File: src/rtl/mac_frame_accum_pkg.sv
// rtl/mac_frame_accum_pkg.sv - shared types, defaults and helpers for mac_frame_accum
// Also provides the fallback for the shared DATA_WIDTH_OUT define.
`ifndef DATA_WIDTH_OUT
`define DATA_WIDTH_OUT 16
`endif

package mac_frame_accum_pkg;

  typedef enum logic {
    IDLE  = 1'b0,
    ACCUM = 1'b1
  } state_t;

  localparam int DEF_N_TERMS = 8;
  localparam int ACC_MARGIN  = 8;

  function automatic int cnt_width(input int n_terms);
    return $clog2(n_terms);
  endfunction

endpackage

File: src/rtl/mac_frame_accum_sat_add.sv
// rtl/mac_frame_accum_sat_add.sv - unsigned accumulate adder, clamping when MAC_FRAME_ACCUM_SATURATE_EN
// Without the macro the sum wraps and sat is tied low.
module sat_add #(
  parameter int ACC_WIDTH = 24,
  parameter int IN_WIDTH  = 16
) (
  input  logic [ACC_WIDTH-1:0] a,
  input  logic [IN_WIDTH-1:0]  b,
  output logic [ACC_WIDTH-1:0] sum,
  output logic                 sat
);

`ifdef MAC_FRAME_ACCUM_SATURATE_EN
  logic [ACC_WIDTH:0] full;

  always_comb begin
    full = {1'b0, a} + (ACC_WIDTH+1)'(b);
    sat  = full[ACC_WIDTH];
    sum  = full[ACC_WIDTH] ? '1 : full[ACC_WIDTH-1:0];
  end
`else
  always_comb begin
    sum = a + ACC_WIDTH'(b);
    sat = 1'b0;
  end
`endif

endmodule

File: src/rtl/mac_frame_accum.sv
// rtl/mac_frame_accum.sv - sums N_TERMS-beat frames into a held total behind valid/ready
// Optional clamping on overflow with MAC_FRAME_ACCUM_SATURATE_EN.
`ifndef DATA_WIDTH_OUT
`define DATA_WIDTH_OUT 16
`endif

module mac_frame_accum
  import mac_frame_accum_pkg::*;
#(
  parameter int IN_WIDTH  = `DATA_WIDTH_OUT,
  parameter int ACC_WIDTH = IN_WIDTH + ACC_MARGIN,
  parameter int N_TERMS   = DEF_N_TERMS
) (
  input  logic                 clk,
  input  logic                 rst_n,
  input  logic [IN_WIDTH-1:0]  in_data,
  input  logic                 in_valid,
  input  logic                 clear,
  input  logic                 ovr_clr,
  output logic [ACC_WIDTH-1:0] out_data,
  output logic                 out_valid,
  input  logic                 out_ready,
  output logic                 out_sat,
  output logic                 overrun,
  output logic                 busy
);

  localparam int CW = cnt_width(N_TERMS);
  localparam logic [CW-1:0] LAST_CNT = CW'(N_TERMS - 1);

  state_t               state, state_next;
  logic [CW-1:0]        count, count_next;
  logic [ACC_WIDTH-1:0] acc, acc_next;
  logic [ACC_WIDTH-1:0] add_a, sum;
  logic                 add_sat, frame_sat;
  logic                 accept, last_beat;

  // A frame's first beat adds to zero, so the total never carries stale acc.
  assign add_a = (state == IDLE) ? '0 : acc;

  sat_add #(
    .ACC_WIDTH(ACC_WIDTH),
    .IN_WIDTH (IN_WIDTH)
  ) u_add (
    .a  (add_a),
    .b  (in_data),
    .sum(sum),
    .sat(add_sat)
  );

  assign accept    = in_valid && !clear;
  assign last_beat = accept && (state == ACCUM) && (count == LAST_CNT);

  always_comb begin
    state_next = state;
    count_next = count;
    acc_next   = acc;
    if (clear) begin
      state_next = IDLE;
      count_next = '0;
      acc_next   = '0;
    end else if (accept) begin
      if (last_beat) begin
        state_next = IDLE;
        count_next = '0;
        acc_next   = '0;
      end else begin
        state_next = ACCUM;
        count_next = count + CW'(1);
        acc_next   = sum;
      end
    end
  end

  always_ff @(posedge clk or negedge rst_n) begin
    if (!rst_n) begin
      state <= IDLE;
      count <= '0;
      acc   <= '0;
    end else begin
      state <= state_next;
      count <= count_next;
      acc   <= acc_next;
    end
  end

`ifdef MAC_FRAME_ACCUM_SATURATE_EN
  logic sat_acc;

  // Sticky within a frame: adding zero to a clamped acc must still report clamp.
  assign frame_sat = sat_acc | add_sat;

  always_ff @(posedge clk or negedge rst_n) begin
    if (!rst_n) begin
      sat_acc <= 1'b0;
      out_sat <= 1'b0;
    end else begin
      if (clear || last_beat) sat_acc <= 1'b0;
      else if (accept)        sat_acc <= frame_sat;
      if (last_beat)          out_sat <= frame_sat;
    end
  end
`else
  assign frame_sat = add_sat;
  assign out_sat   = 1'b0;
`endif

  always_ff @(posedge clk or negedge rst_n) begin
    if (!rst_n) begin
      out_data  <= '0;
      out_valid <= 1'b0;
      overrun   <= 1'b0;
      busy      <= 1'b0;
    end else begin
      busy    <= (state_next == ACCUM);
      overrun <= (last_beat && out_valid && !out_ready) || (overrun && !ovr_clr);
      if (last_beat) begin
        out_data  <= sum;
        out_valid <= 1'b1;
      end else if (out_valid && out_ready) begin
        out_valid <= 1'b0;
      end
    end
  end

endmodule
File: config.mk
export PLATFORM = sky130hd
export DESIGN_NAME = mac_frame_accum
export DESIGN_NICKNAME = d
export VERILOG_FILES = /design/src/rtl/mac_frame_accum_pkg.sv /design/src/rtl/mac_frame_accum_sat_add.sv /design/src/rtl/mac_frame_accum.sv
export SDC_FILE = /design/constraint.sdc
export NUM_CORES = 1
export LEC_CHECK = 0
export ABC_AREA = 1
export BUFFER_PORTS_ARGS = -buffer_cell sky130_fd_sc_hd__buf_2
export CELL_PAD_IN_SITES_DETAIL_PLACEMENT = 0
export CELL_PAD_IN_SITES_GLOBAL_PLACEMENT = 2
export CORE_MARGIN = 3
export CORE_UTILIZATION = 34
export DETAILED_ROUTE_END_ITERATION = 8
export PLACE_DENSITY = 0.91
export SETUP_SLACK_MARGIN = 0.02
export SYNTH_ARGS = -nofsm -noshare
export SYNTH_HDL_FRONTEND = slang
export SYNTH_SLANG_ARGS = --single-unit
File: constraint.sdc
create_clock -name clk -period 7.3 [get_ports clk]
set_clock_uncertainty 0.2 [all_clocks]
set_input_delay 2.19 -clock clk [delete_from_list [all_inputs] [get_ports clk]]
set_output_delay 2.19 -clock clk [all_outputs]
set_load 0.005 [all_outputs]
### Word level (Yosys, flattened, before mapping)

Cells that the tools add are included.

* eq/ne operators: 1
* add/sub/neg operators: 2
* muxes and demuxes: 12
* reductions and logical operators: 13

Operators with widths (count)
* 2-to-1 mux 24 bit: 4
* adder 24 x 16 -> 24 bit: 1
* 2-to-1 mux 3 bit: 3
* logical AND 1 bit: 7
* 2-to-1 mux 1 bit: 5
* nonzero test 2 bit: 2
* adder 3 x 1 -> 3 bit, second input constant: 1
* == test 3 bit, second input constant: 1
* zero test 1 bit: 3
* logical OR 1 bit: 1

* input port bits: 22
* output and inout port bits: 28
* word-level logic and storage cells: 34
* register bits after elaboration: 54

### Longest topological paths before layout

Gate-level depths: netlist of run 1.

* depth in word-level cells: 7
* depth in mapped cells: 19

### By module

From an unflattened synthesis of run 1, not the netlist that was laid out.

* cell total of the unflattened synthesis: 590
* area total of the unflattened synthesis: 3911.3 um^2

Modules (own cells, without submodules)
* mac_frame_accum: times used 1, area each 2426.1 um^2, seq. area each 1351.3 um^2, cells each 291
* sat_add: times used 1, area each 1485.2 um^2, seq. area each 0.0 um^2, cells each 299

### Least setup slack after synthesis of run 1

No wires, ideal clock.

* path kind: input-to-reg
* from: input port in_data[0]
* to: register out_data[20]
* setup time: 118 ps
* data required time: 6982 ps
* arrival: 3546 ps
* stages on the path: 13
* path slack: 3436 ps
* path buffers: 0
* cell sequence: ha_1 > inv_1 > fa_1 > inv_1 > nand3_1 > nand2_1 > nand2_1 > nand2_1 > nand2_1 > nand2_1 > nand3b_1 > nand3_1 > nand2_1

* cells in the longest elaborated chain, start to end: 1

RTL lines
* from (decl): RTL line mac_frame_accum.sv:16 `input logic [IN_WIDTH-1:0] in_data,`
* adder 24 x 16 -> 24 bit: RTL line mac_frame_accum_sat_add.sv:23 `sum = a + ACC_WIDTH'(b);`
* to (signal assigned): RTL line mac_frame_accum.sv:118 `out_data <= sum;`
* to (decl): RTL line mac_frame_accum.sv:20 `output logic [ACC_WIDTH-1:0] out_data,`

Every way passes these cells.
A chain may end at the register's enable or synchronous reset.

### Worst setup path after layout of run 1

* from: input port clear
* to: register acc[5]

* cells in the longest elaborated chain, start to end: 7
* elaborated cells between the ends (all ways): 8
* those cells by class: mux (3); reduce/logical (5)

RTL lines
* from (decl): RTL line mac_frame_accum.sv:18 `input logic clear,`
* zero test 1 bit: RTL line mac_frame_accum.sv:51 `assign accept = in_valid && !clear;`
* logical AND 1 bit: RTL line mac_frame_accum.sv:51
* logical AND 1 bit (2 in a row): RTL line mac_frame_accum.sv:52 `assign last_beat = accept && (state == ACCUM) && (count == LAST_CNT);`
* 2-to-1 mux 24 bit: RTL line mac_frame_accum.sv:63 `if (last_beat) begin`
* 2-to-1 mux 24 bit: RTL line mac_frame_accum.sv:62 `end else if (accept) begin`
* 2-to-1 mux 24 bit: RTL line mac_frame_accum.sv:58 `if (clear) begin`
* to (signal assigned): RTL line mac_frame_accum.sv:83 `acc <= acc_next;`
* to (decl): RTL line mac_frame_accum.sv:33 `logic [ACC_WIDTH-1:0] acc, acc_next;`

Several ways; a longest one is shown, not always the timed one. The select of a mux whose other input is x is not followed.

==> results of run 1 <==
[cell type report]
type,count,area [um^2]
timing repair buffer,51,263
tap,133,166
multi-input combinational,395,1870
fill,1107,5970
clock buffer,5,68.8
inverter,86,323
sequential,54,1350
clock inverter,3,28.8
[how the worst max path moves through the flow]
stage                     from      endpoint  slack [ns]  cells past startpoint
finish                   clear        acc[5]        3.23                      6
global route          in_valid        acc[5]        2.98                      7
CTS                      clear        acc[7]        3.11                      6
detailed placement       clear        acc[7]        2.76                      6
global placement         clear        acc[7]        2.87                      6
floorplan           in_data[0]  out_data[20]        3.44                     13
[metrics by stage]
step | util | hold slack (ns) | area (um^2) | setup slack [ns]
after floorplan | - | 0.249 | 3600 | 3.44
after global placement | 0.395 | 0.260 | 3970 | 2.87
after CTS | 0.405 | 0.293 | 4070 | 3.11
after global routing | 0.405 | 0.315 | 4070 | 2.98
final | 0.405 | 0.284 | 4070 | 3.23
after detailed placement | 0.395 | 0.260 | 3970 | 2.76
[metal layers]
| layer | up-vias | wire, um |
|---|---|---|
| met5 | - | 0 |
| li1 | 1764 | - |
| met3 | 6 | 390 |
| met2 | 73 | 4170 |
| met1 | 1502 | 4770 |
| met4 | 0 | 92 |
[cell usage after synthesis (2+ instances only)]
library cell,n,share of area
clkbuf_1,4,0.0042
nand4_1,4,0.0070
xor2_1,3,0.0073
buf_2,5,0.0070
inv_1,84,0.088
a21oi_1,8,0.011
nand3b_1,2,0.0042
a22o_1,4,0.0097
nand3_1,51,0.071
ha_1,18,0.063
and2_1,2,0.0035
nand2_1,235,0.25
o21ai_0,16,0.022
xnor2_1,6,0.015
nor3_1,3,0.0042
or2_2,2,0.0035
dfrtp_1,54,0.38
buf_4,2,0.0042
nor2_1,34,0.035
[cells by family after synthesis]
logic type | count (synthesis)
compound gates | 31
xor+xnor | 9
fa+ha+maj | 19
buf+inv | 97
flops | 54
other cells | 1
simple gates | 335
[power by group through the flow]
stage	sequential [mW]	combinational [mW]	clock, mW
finish	0.312	0.0908	0.185
global route	0.313	0.106	0.206
CTS	0.312	0.0925	0.193
detailed placement	0.318	0.0917	0
global placement	0.318	0.0910	0
floorplan	0.317	0.0595	0
[sequential cells by signal, indices dropped and copies added, names as in the netlist]
signal / cells
acc: 24
out_data: 24
count: 3
out_valid: 1
busy: 1
overrun: 1
[worst register-to-register path, cell delays in order, from the launching register on]
cell and delay, ns:
dfrtp_1 0.38, buf_4 0.35, nand2_1 0.09, inv_1 0.06, ha_1 0.23, inv_1 0.08, fa_1 0.40, inv_1 0.07
nand3_1 0.08, nand2_1 0.14, nand2_1 0.08, nand2_1 0.11, nand2_1 0.09, nand2_1 0.13, nand3b_1 0.12, nand3_1 0.11
nand2_1 0.07
==> flow_metrics.tcl, run 1 <==
set metrics [dict create \
    ys.flop_type "dfrtp_1" \
    clock_latency_ns 0.32 \
    busiest_layer "met2" \
    io_pins 50 \
    cts_resized 0 \
    synth_edf_count 0 \
    final_cell_mix "235 x nand2_1, 84 x inv_1, 54 x dfrtp_1" \
    clk_pin_slew_worst_paths_ns 0.11 \
    antenna_found_initial 0 \
    switchingPower_mw 0.180 \
    status "finished, final reports clean" \
    coreArea_um2 10000 \
    wl_um 9430 \
    wl_per_cell_um 13.0 \
    synth_xor_area_frac 0.0219 \
    seqPwrFrac 0.530 \
    grt_util_met2 0.283 \
    hpwl_um 7220 \
    holdPathStages 2 \
    initial_utilization 0.358 \
    cp_cell_sequence "buf_2 > nor2_2 > nand3_2 > nand2_1 > inv_2 > a22o_1" \
    grt.total_usage 0.171 \
    synth_mux_area_frac 0 \
    dr.pass1.iters 4 \
    postSynthCellCount 546 \
    die_w_um 109 \
    drive_gt1_frac 0.109 \
    crit_fanout 35 \
    p_int_mw 0.408 \
    rrSetupSlack_ns 4.39 \
    tightest_slew_ns 0.729 \
    final_common_cell "nand2_1" \
    grt_pass1_wl_um 16000 \
    end_kind "flop" \
    grt_max_degree 55 \
    max-clock-path-buffers 2 \
    synth-compound-area-share 0.0494 \
    crit_family "simple AND/OR/NAND/NOR gates" \
    dp_cells 719 \
    first_iter_violations 134 \
    p_leak_nw 2.52 \
    antenna_cells 0 \
    cp_slowest_cell "nand3_2" \
    yosysSeqAreaShare 0.376 \
    synthesis.nets 587 \
    setup_tns_ns 0 \
    reg2reg_to "out_data[20]" \
    critPathBufInv 2 \
    grt-ovfl-total 0 \
    holdPathEnd "out_data[17]" \
    slew_headroom 0.513 \
    criticalPathCategory "input port to flop" \
    syn_area_per_cell_um2 6.59 \
    route.vias.total 3345 \
    drtAntennaViolNets 0 \
    area_growth_pct 13.2 \
    finalHoldViolations 0 \
    fmax_mhz 246 \
    synthAdderAreaFrac 0.0682 \
    nets 634 \
    synth_top_family_by_area "simple AND/OR/NAND/NOR gates" \
    cts-root-buf "clkbuf_8" \
    synth-seq-cells 54 \
    grt_pass1_vias 3258 \
    hold_path_class "flop to flop" \
    cts_tree "yes" \
    hp-start "out_data[17]" \
    start_kind "input port" \
    grt_setup_unrepaired "no" \
    powerDensity_nw_per_um2 145 \
    viasPerCell 4.60 \
    cts_max_level 2 \
    stdcell_count 727 \
    grtUsageMet1 0.236 \
    critPathArrivalTime_ns 4.08 \
    synth_cell_types 28 \
    io_buffers 48 \
    cts_setup_buffers 0 \
    totalPowerFinal_mw 0.588 \
    cts_buffers 5 \
    use_met3 0.0261 \
    vdd_ir_drop_max_mv 0.0881 \
    maxCapViolCount 0 \
    required_ns 7.32 \
    max_stage_delay_ns 0.58 \
    yosysWarnings 0 \
    row_count 36 \
    period_share 0.557 \
    drc 0 \
    dieArea_um2 11800 \
    pwr-share-comb 0.154 \
    cts-hold-fix-buffers 0 \
    gp_congestion 0.806 \
    slew_violations 0 \
    p_clk_frac 0.315 \
    async_flop_share 1.00 \
    setup_viol 0 \
    clock_sinks 54 \
    reg2regPathDepth 16 \
    die_h_um 109 \
    r2r_start "busy" \
    timing.final.crit_period_ns 4.07 \
    syn_area_um2 3600 \
    sw_frac_of_total 0.306 \
    synth-simple-area-share 0.379 \
]
No activity file was read; power rests on OpenSTA's default activity.
==> run 2, diff against run 1 <==
CORE_UTILIZATION = 31   (was 34)
PLACE_DENSITY = 0.85   (was 0.91)
clock period = 4.1 ns   (was 7.3 ns; I/O delays follow)
==> run 2 against run 1 <==
Net effect:
- combinational power is 75% higher
- via count up 0.66%
- wire length is 4.7% higher
- final area up 1.8%
- critical endpoint is now acc[20]
- clock power up 130%
- sequential power is 79% higher
- core utilization shrank 3.1 points
- sequential cell count is the same
- global-route usage fell by 0.68 points
- final cell count rose by 1.2%
- largest cell class unchanged
==> flow_metrics.tcl, run 2 (synthesized netlist as in run 1, its figures left out) <==
set metrics [dict create \
    setup_viol 0 \
    cts_tree "yes" \
    area_growth_pct 15.2 \
    first_iter_violations 213 \
    holdPathStages 2 \
    cts_setup_buffers 0 \
    cts_buffers 5 \
    r2r_start "busy" \
    maxCapViolCount 0 \
    crit_path_start "in_data[0]" \
    nFillCells 1228 \
    hold-worst-slack_ns 0.278 \
    grt.total_usage 0.164 \
    reg2regPathDepth 13 \
    critPathArrivalTime_ns 3.04 \
    reg2reg_to "acc[20]" \
    seqPwrFrac 0.485 \
    clock_latency_ns 0.30 \
    rrSetupSlack_ns 1.13 \
    pwr-share-comb 0.138 \
    nets 636 \
    period_share 0.744 \
    viasPerCell 4.57 \
    slew_violations 0 \
    hp-start "out_data[23]" \
    wl_um 9870 \
    grt_max_degree 38 \
    vdd_ir_drop_max_mv 0.178 \
    drtAntennaViolNets 0 \
    p_int_mw 0.826 \
    die_w_um 114 \
    grt-ovfl-total 0 \
    dr.pass1.iters 4 \
    row_count 38 \
    cts-root-buf "clkbuf_16" \
    cts-hold-fix-buffers 0 \
    end_kind "flop" \
    io_buffers 48 \
    largestRegisters "acc x24, out_data x24, count x3" \
    initial_utilization 0.325 \
    timing.final.crit_period_ns 3.05 \
    grt_setup_unrepaired "no" \
    required_ns 4.09 \
    hold_path_class "flop to flop" \
    final_cell_mix "235 x nand2_1, 84 x inv_1, 54 x dfrtp_1" \
    clk_pin_slew_worst_paths_ns 0.07 \
    switchingPower_mw 0.324 \
    sw_frac_of_total 0.282 \
    max-clock-path-buffers 2 \
    route.vias.total 3367 \
    cts_max_level 2 \
    p_leak_nw 2.55 \
    slew_headroom 0.415 \
    dieArea_um2 12900 \
    holdPathEnd "out_data[23]" \
    antenna_found_initial 0 \
    p_clk_frac 0.377 \
    start_kind "input port" \
    grt_pass1_vias 3394 \
    die_h_um 114 \
    gp_congestion 0.880 \
    criticalPathCategory "input port to flop" \
    coreArea_um2 11100 \
    register_area_um2 1350 \
    cts_resized 0 \
    clock_sinks 54 \
    multi_input_area_um2 1870 \
    crit_fanout 3 \
    tightest_slew_ns 0.878 \
    finalHoldViolations 0 \
    powerDensity_nw_per_um2 278 \
    drive_gt1_frac 0.112 \
    io_pins 50 \
    wl_per_cell_um 13.4 \
    antenna_cells 0 \
    status "finished, final reports clean" \
    drc 0 \
    setup_tns_ns 0 \
    fmax_mhz 328 \
    hpwl_um 7650 \
    grt_pass1_wl_um 16900 \
    final_common_cell "nand2_1" \
]
run 2: cell types whose count changed in the layout (fill, tap and decap cells not counted):
cell	previous run	this run
buf_4	3	5
clkbuf_16	0	5
clkbuf_8	5	0
clkinv_2	0	1
clkinv_4	2	1
clkinvlp_4	0	1
inv_8	1	0
run 2: layer usage:
metal  share of wire  wire length (um)  global-route usage
met1            0.49              4800               0.222
met2            0.46              4530               0.276
met3           0.045               445              0.0260
met4           0.010               103              0.0385
met5               0                 0                   0
run 2: layout make-up:
cell class	count	share of cell area
clock buffer	5	0.0302
clock inverter	3	0.00513
inverter	86	0.0779
multi-input combinational	395	0.451
sequential	54	0.326
tap	140	0.0423
timing repair buffer	53	0.0670
run 2: critical path: stages:
cell	delay, ns
buf_2	0.08
ha_1	0.21
inv_1	0.07
fa_1	0.40
inv_1	0.07
nand3_1	0.10
nand2_1	0.15
nand2_1	0.10
nand2_1	0.14
nand2_1	0.09
nand2_1	0.13
nand3b_1	0.12
nand3_1	0.10
nand2_1	0.05
run 2: power groups by stage:
stage	sequential, mW	combinational, mW	clock, mW
floorplan	0.565	0.106	0
global placement	0.568	0.161	0
detailed placement	0.568	0.162	0
CTS	0.558	0.163	0.448
global route	0.561	0.186	0.472
finish	0.558	0.159	0.433
run 2: worst max-delay path by stage:
stage	endpoint	slack, ns
after detailed placement	out_data[20]	0.75
after floorplan	out_data[20]	1.20
after CTS	out_data[16]	1.06
final	acc[20]	1.05
after global placement	out_data[20]	0.75
after global routing	out_data[20]	0.85
run 2: metrics by stage:
stage               utilization  setup slack [ns]  area, um^2  total power [mW]  cells
detailed placement        0.361             0.752        4000             0.730    728
finish                    0.374              1.05        4140              1.15    736
global placement          0.361             0.753        4000             0.729    728
CTS                       0.374              1.06        4140              1.17    736
floorplan                     -              1.20        3600             0.671    546
global route              0.374             0.851        4140              1.22    736
==> run 3, diff against run 2 <==
CORE_UTILIZATION = 28   (was 31)
PLACE_DENSITY = 0.81   (was 0.85)
clock period = 2.8 ns   (was 4.1 ns; I/O delays follow)
==> run 3 against run 2 <==
Net effect:
- core utilization fell by 2.7 points
- wire length rose by 2.6%
- clock power rose by 57%
- highest routed layer unchanged
- setup slack got worse by 0.69 ns
- final cell count rose by 5.2%
==> flow_metrics.tcl, run 3 (synthesized netlist as in run 1, its figures left out) <==
set metrics [dict create \
    grt_pass1_vias 3364 \
    dr.pass1.iters 4 \
    grt-ovfl-total 0 \
    viasPerCell 4.47 \
    setup_viol 0 \
    final_common_cell "nand2_1" \
    required_ns 2.80 \
    crit_fanout 21 \
    criticalPathCategory "flop to flop" \
    antenna_found_initial 0 \
    maxCapViolCount 0 \
    wl_um 10100 \
    route.vias.total 3456 \
    grt_setup_unrepaired "no" \
    antenna_cells 0 \
    cts-root-buf "clkbuf_16" \
    drive_gt1_frac 0.127 \
    io_pins 50 \
    io_buffers 48 \
    reg2regPathDepth 13 \
    first_iter_violations 193 \
    reg2reg_to "acc[19]" \
    timing.final.crit_period_ns 2.45 \
    hpwl_um 7980 \
    initial_utilization 0.293 \
    seqPwrFrac 0.468 \
    stdcell_area_um2 4260 \
    drtAntennaViolNets 0 \
    cts-hold-fix-buffers 0 \
    p_clk_frac 0.390 \
    vdd_ir_drop_max_mv 0.224 \
    r2r_start "busy" \
    clock_latency_ns 0.30 \
    hold_path_class "input port to async pin" \
    gp_congestion 0.852 \
    setup_tns_ns 0 \
    switchingPower_mw 0.509 \
    drc 0 \
    dieArea_um2 14200 \
    status "finished, final reports clean" \
    sw_frac_of_total 0.293 \
    period_share 0.873 \
    cts_tree "yes" \
    clock_sinks 54 \
    pwr-share-comb 0.142 \
    coreArea_um2 12300 \
    rrSetupSlack_ns 0.35 \
    grt.total_usage 0.148 \
    cts_buffers 5 \
    post-route-util 0.347 \
    die_w_um 119 \
    max-clock-path-buffers 2 \
    finalHoldViolations 0 \
    cts_max_level 2 \
    start_kind "flop" \
    p_leak_nw 2.60 \
    grt_max_degree 29 \
    slew_violations 0 \
    wl_per_cell_um 13.1 \
    powerDensity_nw_per_um2 408 \
    grt_pass1_wl_um 17000 \
    area_growth_pct 18.5 \
    fmax_mhz 409 \
    row_count 40 \
    place_area_um2 4110 \
    p_int_mw 1.23 \
    final_cell_mix "235 x nand2_1, 84 x inv_1, 54 x dfrtp_1" \
    end_kind "flop" \
    cts_resized 0 \
    clk_pin_slew_worst_paths_ns 0.08 \
    largestRegisters "acc x24, out_data x24, count x3" \
    cts_setup_buffers 0 \
    die_h_um 119 \
    critPathArrivalTime_ns 2.44 \
    nets 646 \
]
==> run 3: power groups by stage <==
stage	Combinational (mW)	Sequential [mW]	Clock, mW
floorplan	0.155	0.827	0
global placement	0.249	0.828	0
CTS	0.252	0.813	0.700
detailed placement	0.250	0.829	0
global route	0.285	0.816	0.731
finish	0.247	0.813	0.678
==> run 3: worst max-delay path by stage <==
stage          cells past startpoint            to       start  slack (ns)
3_3_place_gp                      14       acc[20]  in_data[0]        0.08
4_1_cts                           14       acc[20]  in_data[0]        0.36
5_1_grt                           14       acc[20]  in_data[0]        0.13
6_report                          13       acc[19]        busy        0.35
3_5_place_dp                      14       acc[20]  in_data[0]        0.03
2_1_floorplan                     18  out_data[20]        busy        0.04
==> run 3: layout make-up <==
class / count / area (um^2)
multi-input cells: 395 / 1870
fillers: 1378 / 8000
clock buffers: 5 / 125
inverters: 86 / 323
flip-flops and latches: 54 / 1350
well taps: 168 / 210
clock inverters: 3 / 28.8
repair buffers: 63 / 353
==> run 3: stage by stage <==
step | instances | setup slack (ns) | total power, mW | hold WS [ns]
6_report | 774 | 0.354 | 1.74 | 0.268
4_1_cts | 774 | 0.362 | 1.77 | 0.282
3_3_place_gp | 766 | 0.0813 | 1.08 | 0.256
3_5_place_dp | 766 | 0.0341 | 1.08 | 0.261
2_1_floorplan | 546 | 0.0446 | 0.982 | 0.249
5_1_grt | 774 | 0.135 | 1.83 | 0.287
==> run 3: metal layers <==
layer / global-route usage / wire length (um) / vias to the layer above / part of all wire
met5: 0 / 0 / - / 0
li1: - / - / 1792 / -
met4: 0.0408 / 170 / 0 / 0.017
met3: 0.0228 / 408 / 9 / 0.040
met2: 0.230 / 4380 / 62 / 0.43
met1: 0.215 / 5170 / 1593 / 0.51
==> run 3: worst max-delay path, stage by stage, from the launching register on <==
cell and delay (ns):
dfrtp_1 0.40, buf_4 0.22, nand2_1 0.09, inv_1 0.04, ha_1 0.38, nand2_1 0.12, nor2_1 0.22, inv_1 0.06
nor2_1 0.13, nand3_1 0.15, nand3_1 0.13, nand2_1 0.07, nand3_1 0.06, nand2_1 0.06
